$ cat config.mk
export PLATFORM = sky130hd
export DESIGN_NAME = mem_port_arbiter_flat
export DESIGN_NICKNAME = d
export VERILOG_FILES = /design/src/rtl/mem_port_arbiter_if.sv /design/src/rtl/mem_port_arbiter.sv /design/src/flat_wrapper.sv
export SDC_FILE = /design/constraint.sdc
export NUM_CORES = 1
export LEC_CHECK = 0
export ABC_AREA = 1
export CORE_AREA = 3 3 112 82
export CTS_CLUSTER_DIAMETER = 150
export DETAILED_ROUTE_END_ITERATION = 8
export DIE_AREA = 0 0 115 85
export PLACE_DENSITY = 0.74
export SYNTH_ARGS = -nofsm -noshare
export SYNTH_HDL_FRONTEND = slang
export SYNTH_SLANG_ARGS = --single-unit
$ cat constraint.sdc
create_clock -name clk -period 1.36 [get_ports clk]
set_input_delay 0.272 -clock clk [delete_from_list [all_inputs] [get_ports clk]]
set_output_delay 0.272 -clock clk [all_outputs]
set_load 0.02 [all_outputs]
$ cat src/rtl/mem_port_arbiter_if.sv
// mem_port_arbiter_if
//   Bundles every signal between the memory port arbiter, its two requesters
//   (CPU datapath and device/DMA engine) and the memory block.
//   Modports:
//     slave  - the arbiter: samples requests and memory read data, drives
//              the memory strobes, ready pulses, read data and status.
//     master - the requester/memory side.
//   Signals:
//     cpu_req/cpu_we/cpu_addr/cpu_wdata  CPU request and operands, cpu_r ready pulse
//     dev_req/dev_we/dev_addr/dev_wdata  device request and operands, dev_r ready pulse
//     rdata                              registered read data
//     mem_en/mem_we/mem_addr/mem_wdata   memory port controls
//     mem_rdata                          memory read data
//     busy/owner                         access in flight, current/last grantee
interface mem_port_arbiter_if;
    logic        cpu_req;
    logic        cpu_we;
    logic [15:0] cpu_addr;
    logic [15:0] cpu_wdata;
    logic        cpu_r;
    logic        dev_req;
    logic        dev_we;
    logic [15:0] dev_addr;
    logic [15:0] dev_wdata;
    logic        dev_r;
    logic [15:0] rdata;
    logic        mem_en;
    logic        mem_we;
    logic [15:0] mem_addr;
    logic [15:0] mem_wdata;
    logic [15:0] mem_rdata;
    logic        busy;
    logic        owner;

    modport slave (
        input  cpu_req, cpu_we, cpu_addr, cpu_wdata,
        input  dev_req, dev_we, dev_addr, dev_wdata,
        input  mem_rdata,
        output cpu_r, dev_r, rdata,
        output mem_en, mem_we, mem_addr, mem_wdata,
        output busy, owner
    );

    modport master (
        output cpu_req, cpu_we, cpu_addr, cpu_wdata,
        output dev_req, dev_we, dev_addr, dev_wdata,
        output mem_rdata,
        input  cpu_r, dev_r, rdata,
        input  mem_en, mem_we, mem_addr, mem_wdata,
        input  busy, owner
    );
endinterface

$ cat src/rtl/mem_port_arbiter.sv
// mem_port_arbiter
//   Shares the single memory port between the CPU datapath and a device bus
//   master. Arbitration happens only in IDLE; the winner's operands are
//   latched, the memory is enabled for MEM_LAT cycles, and a one-cycle ready
//   pulse goes back to the owner. The CPU has priority, except that after
//   MAX_STREAK consecutive CPU grants with the device waiting, the device wins.
//   Ports:
//     clk    - system clock, rising edge
//     reset  - synchronous, active-high reset
//     bus    - mem_port_arbiter_if.slave (requests, memory port, status)
module mem_port_arbiter #(
    parameter int MEM_LAT    = 3,   // 1..15
    parameter int MAX_STREAK = 4    // 1..15
) (
    input  logic                clk,
    input  logic                reset,
    mem_port_arbiter_if.slave   bus
);

    typedef enum logic [1:0] {IDLE, BUSY, DONE} state_t;

    localparam logic [3:0] LAT_INIT   = 4'(MEM_LAT - 1);
    localparam logic [3:0] STREAK_MAX = 4'(MAX_STREAK);

    state_t      state, state_nxt;
    logic [3:0]  cnt;
    logic [3:0]  streak;
    logic        we_q;
    logic        owner_q;
    logic [15:0] addr_q;
    logic [15:0] wdata_q;
    logic [15:0] rdata_q;

    logic        grant;
    logic        grant_dev;
    logic        mem_en_c;
    logic        mem_we_c;
    logic        cpu_r_c;
    logic        dev_r_c;
    logic        busy_c;

    // Next state, arbitration and state-decoded outputs.
    // NOTE: every signal gets a default before the case so no path leaves it
    // unassigned; otherwise synthesis infers a latch.
    always_comb begin
        state_nxt = state;
        grant     = 1'b0;
        grant_dev = 1'b0;
        mem_en_c  = 1'b0;
        mem_we_c  = 1'b0;
        cpu_r_c   = 1'b0;
        dev_r_c   = 1'b0;
        busy_c    = 1'b0;
        case (state)
            IDLE: begin
                if (bus.cpu_req || bus.dev_req) begin
                    grant     = 1'b1;
                    // Device wins when alone, or when the CPU streak has hit the limit.
                    grant_dev = bus.dev_req && (!bus.cpu_req || streak == STREAK_MAX);
                    state_nxt = BUSY;
                end
            end
            BUSY: begin
                mem_en_c = 1'b1;
                mem_we_c = we_q;
                busy_c   = 1'b1;
                if (cnt == 4'd0) state_nxt = DONE;
            end
            DONE: begin
                busy_c    = 1'b1;
                cpu_r_c   = !owner_q;
                dev_r_c   = owner_q;
                state_nxt = IDLE;
            end
            default: state_nxt = IDLE;
        endcase
    end

    // State register and datapath registers.
    // NOTE: sequential state uses non-blocking assignments so every register
    // sees the pre-edge values of the others, independent of statement order.
    always_ff @(posedge clk) begin
        if (reset) begin
            state   <= IDLE;
            cnt     <= 4'd0;
            streak  <= 4'd0;
            we_q    <= 1'b0;
            owner_q <= 1'b0;
            addr_q  <= 16'h0000;
            wdata_q <= 16'h0000;
            rdata_q <= 16'h0000;
        end else begin
            state <= state_nxt;
            if (grant) begin
                owner_q <= grant_dev;
                cnt     <= LAT_INIT;
                addr_q  <= grant_dev ? bus.dev_addr  : bus.cpu_addr;
                wdata_q <= grant_dev ? bus.dev_wdata : bus.cpu_wdata;
                we_q    <= grant_dev ? bus.dev_we    : bus.cpu_we;
                if (grant_dev || !bus.dev_req) begin
                    streak <= 4'd0;
                end else if (streak != STREAK_MAX) begin
                    streak <= streak + 4'd1;
                end
            end
            if (state == BUSY) begin
                if (cnt != 4'd0) begin
                    cnt <= cnt - 4'd1;
                end else if (!we_q) begin
                    // Memory data is valid on the last BUSY cycle only.
                    rdata_q <= bus.mem_rdata;
                end
            end
        end
    end

    assign bus.mem_en    = mem_en_c;
    assign bus.mem_we    = mem_we_c;
    assign bus.mem_addr  = addr_q;
    assign bus.mem_wdata = wdata_q;
    assign bus.cpu_r     = cpu_r_c;
    assign bus.dev_r     = dev_r_c;
    assign bus.rdata     = rdata_q;
    assign bus.busy      = busy_c;
    assign bus.owner     = owner_q;

endmodule

$ cat src/flat_wrapper.sv
// flat-port wrapper written by rule: the top's interface ports become plain ports
module mem_port_arbiter_flat 
#(
    parameter int MEM_LAT    = 3,           
    parameter int MAX_STREAK = 4            
)
  (clk, reset, bus_cpu_req, bus_cpu_we, bus_cpu_addr, bus_cpu_wdata, bus_dev_req, bus_dev_we, bus_dev_addr, bus_dev_wdata, bus_mem_rdata, bus_cpu_r, bus_dev_r, bus_rdata, bus_mem_en, bus_mem_we, bus_mem_addr, bus_mem_wdata, bus_busy, bus_owner);
  mem_port_arbiter_if bus_i ();
  input  logic clk;
  input  logic reset;
  input wire logic [$bits(bus_i.cpu_req)-1:0] bus_cpu_req;
  input wire logic [$bits(bus_i.cpu_we)-1:0] bus_cpu_we;
  input wire logic [$bits(bus_i.cpu_addr)-1:0] bus_cpu_addr;
  input wire logic [$bits(bus_i.cpu_wdata)-1:0] bus_cpu_wdata;
  input wire logic [$bits(bus_i.dev_req)-1:0] bus_dev_req;
  input wire logic [$bits(bus_i.dev_we)-1:0] bus_dev_we;
  input wire logic [$bits(bus_i.dev_addr)-1:0] bus_dev_addr;
  input wire logic [$bits(bus_i.dev_wdata)-1:0] bus_dev_wdata;
  input wire logic [$bits(bus_i.mem_rdata)-1:0] bus_mem_rdata;
  output wire logic [$bits(bus_i.cpu_r)-1:0] bus_cpu_r;
  output wire logic [$bits(bus_i.dev_r)-1:0] bus_dev_r;
  output wire logic [$bits(bus_i.rdata)-1:0] bus_rdata;
  output wire logic [$bits(bus_i.mem_en)-1:0] bus_mem_en;
  output wire logic [$bits(bus_i.mem_we)-1:0] bus_mem_we;
  output wire logic [$bits(bus_i.mem_addr)-1:0] bus_mem_addr;
  output wire logic [$bits(bus_i.mem_wdata)-1:0] bus_mem_wdata;
  output wire logic [$bits(bus_i.busy)-1:0] bus_busy;
  output wire logic [$bits(bus_i.owner)-1:0] bus_owner;
  assign bus_i.cpu_req = bus_cpu_req;
  assign bus_i.cpu_we = bus_cpu_we;
  assign bus_i.cpu_addr = bus_cpu_addr;
  assign bus_i.cpu_wdata = bus_cpu_wdata;
  assign bus_i.dev_req = bus_dev_req;
  assign bus_i.dev_we = bus_dev_we;
  assign bus_i.dev_addr = bus_dev_addr;
  assign bus_i.dev_wdata = bus_dev_wdata;
  assign bus_i.mem_rdata = bus_mem_rdata;
  assign bus_cpu_r = bus_i.cpu_r;
  assign bus_dev_r = bus_i.dev_r;
  assign bus_rdata = bus_i.rdata;
  assign bus_mem_en = bus_i.mem_en;
  assign bus_mem_we = bus_i.mem_we;
  assign bus_mem_addr = bus_i.mem_addr;
  assign bus_mem_wdata = bus_i.mem_wdata;
  assign bus_busy = bus_i.busy;
  assign bus_owner = bus_i.owner;
  mem_port_arbiter #(.MEM_LAT(MEM_LAT), .MAX_STREAK(MAX_STREAK)) u_core (.clk(clk), .reset(reset), .bus(bus_i));
endmodule
==> implementation parameters <==
Parameter                              Value

Run status
  Result of the run    finished, violations left
  Violated checks    setup timing

Logic synthesis
  Synthesized area divided by synthesized cell count    6.70 um^2
  Register bit count reported by yosys    60
  Largest cells by area after synthesis    sky130_fd_sc_hd__dfxtp_1, sky130_fd_sc_hd__nand2_1, sky130_fd_sc_hd__nand3_1
  Sequential element share of the synthesized area    39.8%
  Distinct cells, synth    23
  Cell taking the most area after synthesis    sky130_fd_sc_hd__dfxtp_1
  Synthesized instance count    450
  Net count after synthesis    542
  Post-synthesis cell area    3020 um^2
  Area share of the largest cell type after synthesis    39.8%
  Synthesis Warnings    0

Setup path
  Type of the worst setup path    flip-flop to flip-flop
  Arrival time of the worst setup path    1.63 ns
  Slack of the worst reg-to-reg path    -0.05 ns
  Worst R2R End    u_core.bus.mem_wdata[12]
  Crit path required time    1.58 ns
  Startpoint of the most critical register-to-register path    u_core.state[1]
  R2R depth    10
  Type of destination of the critical path    flip-flop
  Largest fanout on the critical path    8
  Kind of start point of the critical path    flip-flop

Route
  Residual DRC    0
  Final routed wirelength across all metal layers    10400 um
  Ratio of routed vias to standard cells    4.82
  Total number of vias    3450
  Number of violations reported at the end of detailed-routing iteration 0    142
  Post-detailed-route count of antenna-violating nets    0
  DR WL/cell    14.6 um
  Pre-Repair DR Iteration Count    4

Hold path
  Hold Startpoint    reset
  Worst Hold End    u_core.cnt[3]
  Min-delay worst type    primary input to flip-flop
  Cell count of the worst hold path    2

Pwr
  Power spent charging and discharging nets    2.73 mW
  Max rail drop VDD    0.000610 V
  Internal Dissipation    5.04 mW
  Leakage    2.65 nW
  Comb pwr share    42.5%
  Relative contribution of sequential cells to total power    28.8%
  P per Cell Area    1420 nW/um^2
  Net switching fraction of the power    35.1%
  Portion of total power attributed to the clock network    28.7%

Floorplan
  Top-level I/O count    140
  FP Rows    28
  Height of the chip    85 um
  Initial core utilization    36.5%
  Area of the core region    8270 um^2
  Area enclosed by the die boundary    9780 um^2
  Die W    115 um

GRT
  First-pass GRT wire length    14600 um
  Via count of the first global-routing pass    3169
  Largest net degree at the start of global routing    34
  Total routing usage reported by global routing    18.7%
  Total gr overflow    0
  Number of antenna violations at the first check in global routing    0

Placed design
  Worst slack at placement    -0.279 ns
  Detailed Place HPWL    6690 um
  Routability Congestion    0.772
  Number of buffers inserted by port buffering    139
  Number of placed cells counting well taps    692

STA
  Endpoints failing hold    0
  Measured slew at the worst slew-check pin    0.318 ns
  RSZ-0062 raised after global routing    true
  Setup total negative slack    -0.783 ns
  Worst-case headroom to the max-slew limit    78.8%
  Achievable frequency    0.710 GHz
  Final worst setup slack    -0.0484 ns
  Count of pins over their slew limit    0
  Final worst path period need    1.41 ns
  Fin Clk Skew    0.00747 ns
  Endpoints failing setup    33
  Final worst path period share    104%

Finish
  Leading cell types in the layout, fill and taps excluded    sky130_fd_sc_hd__clkdlybuf4s50_1, sky130_fd_sc_hd__nand2_1, sky130_fd_sc_hd__nor2_1
  Number of nets in the final layout    700
  Synthesis-to-layout area growth    80.6%
  Ratio of cells with drive above 1 in the final layout    21.9%
  Final standard cell utilization of the core    65.9%
  Ant diodes    0
  Final non-filler cell total    716
  Commonest non-fill, non-tap cell in the layout    sky130_fd_sc_hd__clkdlybuf4s50_1

Clock tree
  Clock tree from TritonCTS    built
  Number of CTS-inserted buffers    9
  Clock-pin slew reported for the worst setup and hold paths after clock tree synthesis    0.05 ns
  Clock latency on the worst-skew pair    0.32 ns
  Number of H-tree levels    3
  Maximum count of clock buffers along a single path    2
  Clock root cell    sky130_fd_sc_hd__clkbuf_16
  Hold bufs inserted after CTS    0
  Number of clock sinks    60

Job
  Number of violations of the max-capacitance limit    0
## sequential cells by signal, summed over array words and instances (netlist names)
register              flops
u_core.bus.owner          1
u_core.bus.mem_addr      16
u_core.bus.rdata         16
u_core.streak             4
u_core.we_q               1
u_core.state              2
u_core.bus.mem_wdata     16
u_core.cnt                4
## Yosys cell counts
library cell,instances
sky130_fd_sc_hd__buf_4,1
sky130_fd_sc_hd__nor3_1,1
sky130_fd_sc_hd__a21oi_1,23
sky130_fd_sc_hd__o21ai_0,3
sky130_fd_sc_hd__nand2_2,3
sky130_fd_sc_hd__dfxtp_1,60
sky130_fd_sc_hd__xor2_1,2
sky130_fd_sc_hd__ha_1,6
sky130_fd_sc_hd__nand3_4,1
sky130_fd_sc_hd__buf_6,7
sky130_fd_sc_hd__nor2_4,1
sky130_fd_sc_hd__nand4_1,17
sky130_fd_sc_hd__nor2_2,1
sky130_fd_sc_hd__clkbuf_1,5
sky130_fd_sc_hd__inv_2,2
sky130_fd_sc_hd__inv_4,1
sky130_fd_sc_hd__nand3_1,74
sky130_fd_sc_hd__inv_1,48
sky130_fd_sc_hd__clkinv_1,1
sky130_fd_sc_hd__o21ai_4,1
sky130_fd_sc_hd__nand2_1,105
sky130_fd_sc_hd__nor2_1,73
sky130_fd_sc_hd__buf_2,14
## how the worst max path moves through the flow
stage                    startpoint                  endpoint  slack (ns)
floorplan           u_core.state[0]   u_core.bus.mem_addr[11]      -0.007
global placement        bus_dev_req   u_core.bus.mem_addr[13]       -0.28
detailed placement      bus_dev_req  u_core.bus.mem_wdata[10]       -0.28
CTS                 u_core.state[1]                bus_mem_we       -0.06
global route        u_core.state[1]    u_core.bus.mem_addr[9]       -0.13
finish              u_core.state[1]  u_core.bus.mem_wdata[12]       -0.05
## per-layer routing
layer	vias to the layer above	GRT usage (%)	wire length, um
li1	1746	-	-
met1	1578	22.9	4420
met2	111	30.4	5080
met3	15	7.91	765
met4	0	4.80	157
met5	-	0	0
## area by class of cell
cell class | instances | area (um^2)
Clock inverter | 2 | 35.0
Sequential cell | 60 | 1210
Clock buffer | 12 | 256
Fill cell | 695 | 2820
Tap cell | 105 | 131
Multi-Input combinational cell | 312 | 1830
Inverter | 52 | 210
Timing Repair Buffer | 173 | 1780
## worst max-delay path: stages (launching register included)
cell,delay (ns)
sky130_fd_sc_hd__dfxtp_4,0.36
sky130_fd_sc_hd__inv_4,0.08
sky130_fd_sc_hd__ha_4,0.19
sky130_fd_sc_hd__nand2_4,0.08
sky130_fd_sc_hd__inv_8,0.09
sky130_fd_sc_hd__nand2_8,0.09
sky130_fd_sc_hd__clkbuf_16,0.20
sky130_fd_sc_hd__nand2_4,0.06
sky130_fd_sc_hd__nand3_2,0.06
sky130_fd_sc_hd__nand2_1,0.07
sky130_fd_sc_hd__inv_1,0.04
## timing repair
action                     4_1_cts  5_1_grt
setup buffers                    0        4
setup endpoints to repair      100       64
cloned                           0        6
resized for setup               94       94
pin swaps                        3       26
## power groups by stage
stage                     logic (mW)  registers (mW)  clock network (mW)
after floorplan                 1.37            2.54                   0
after global placement          2.83            2.24                   0
after detailed placement        2.88            2.26                   0
after CTS                       2.80            2.23                2.27
after global routing            3.59            2.28                2.35
final                           3.30            2.24                2.23
## through the flow
| step | area (um^2) | power (mW) | hold slack (ns) |
|---|---|---|---|
| after floorplan | 3030 | 3.91 | 0.443 |
| after global routing | 5450 | 8.22 | 0.362 |
| after global placement | 4650 | 5.07 | 0.450 |
| after CTS | 4940 | 7.30 | 0.352 |
| after detailed placement | 4650 | 5.14 | 0.455 |
| final | 5450 | 7.76 | 0.361 |
## cell families (layout without fill, tap and decap cells)
| family | Yosys count | in the layout | share of synthesized area (%) |
|---|---|---|---|
| compound gates | 27 | 27 | 4.85 |
| xor+xnor | 2 | 2 | 0.581 |
| fa+ha+maj | 6 | 6 | 2.49 |
| buf+inv | 79 | 239 | 12.4 |
| flops | 60 | 60 | 39.8 |
| simple gates | 276 | 277 | 39.9 |
No activity file was read; power rests on OpenSTA's default activity.
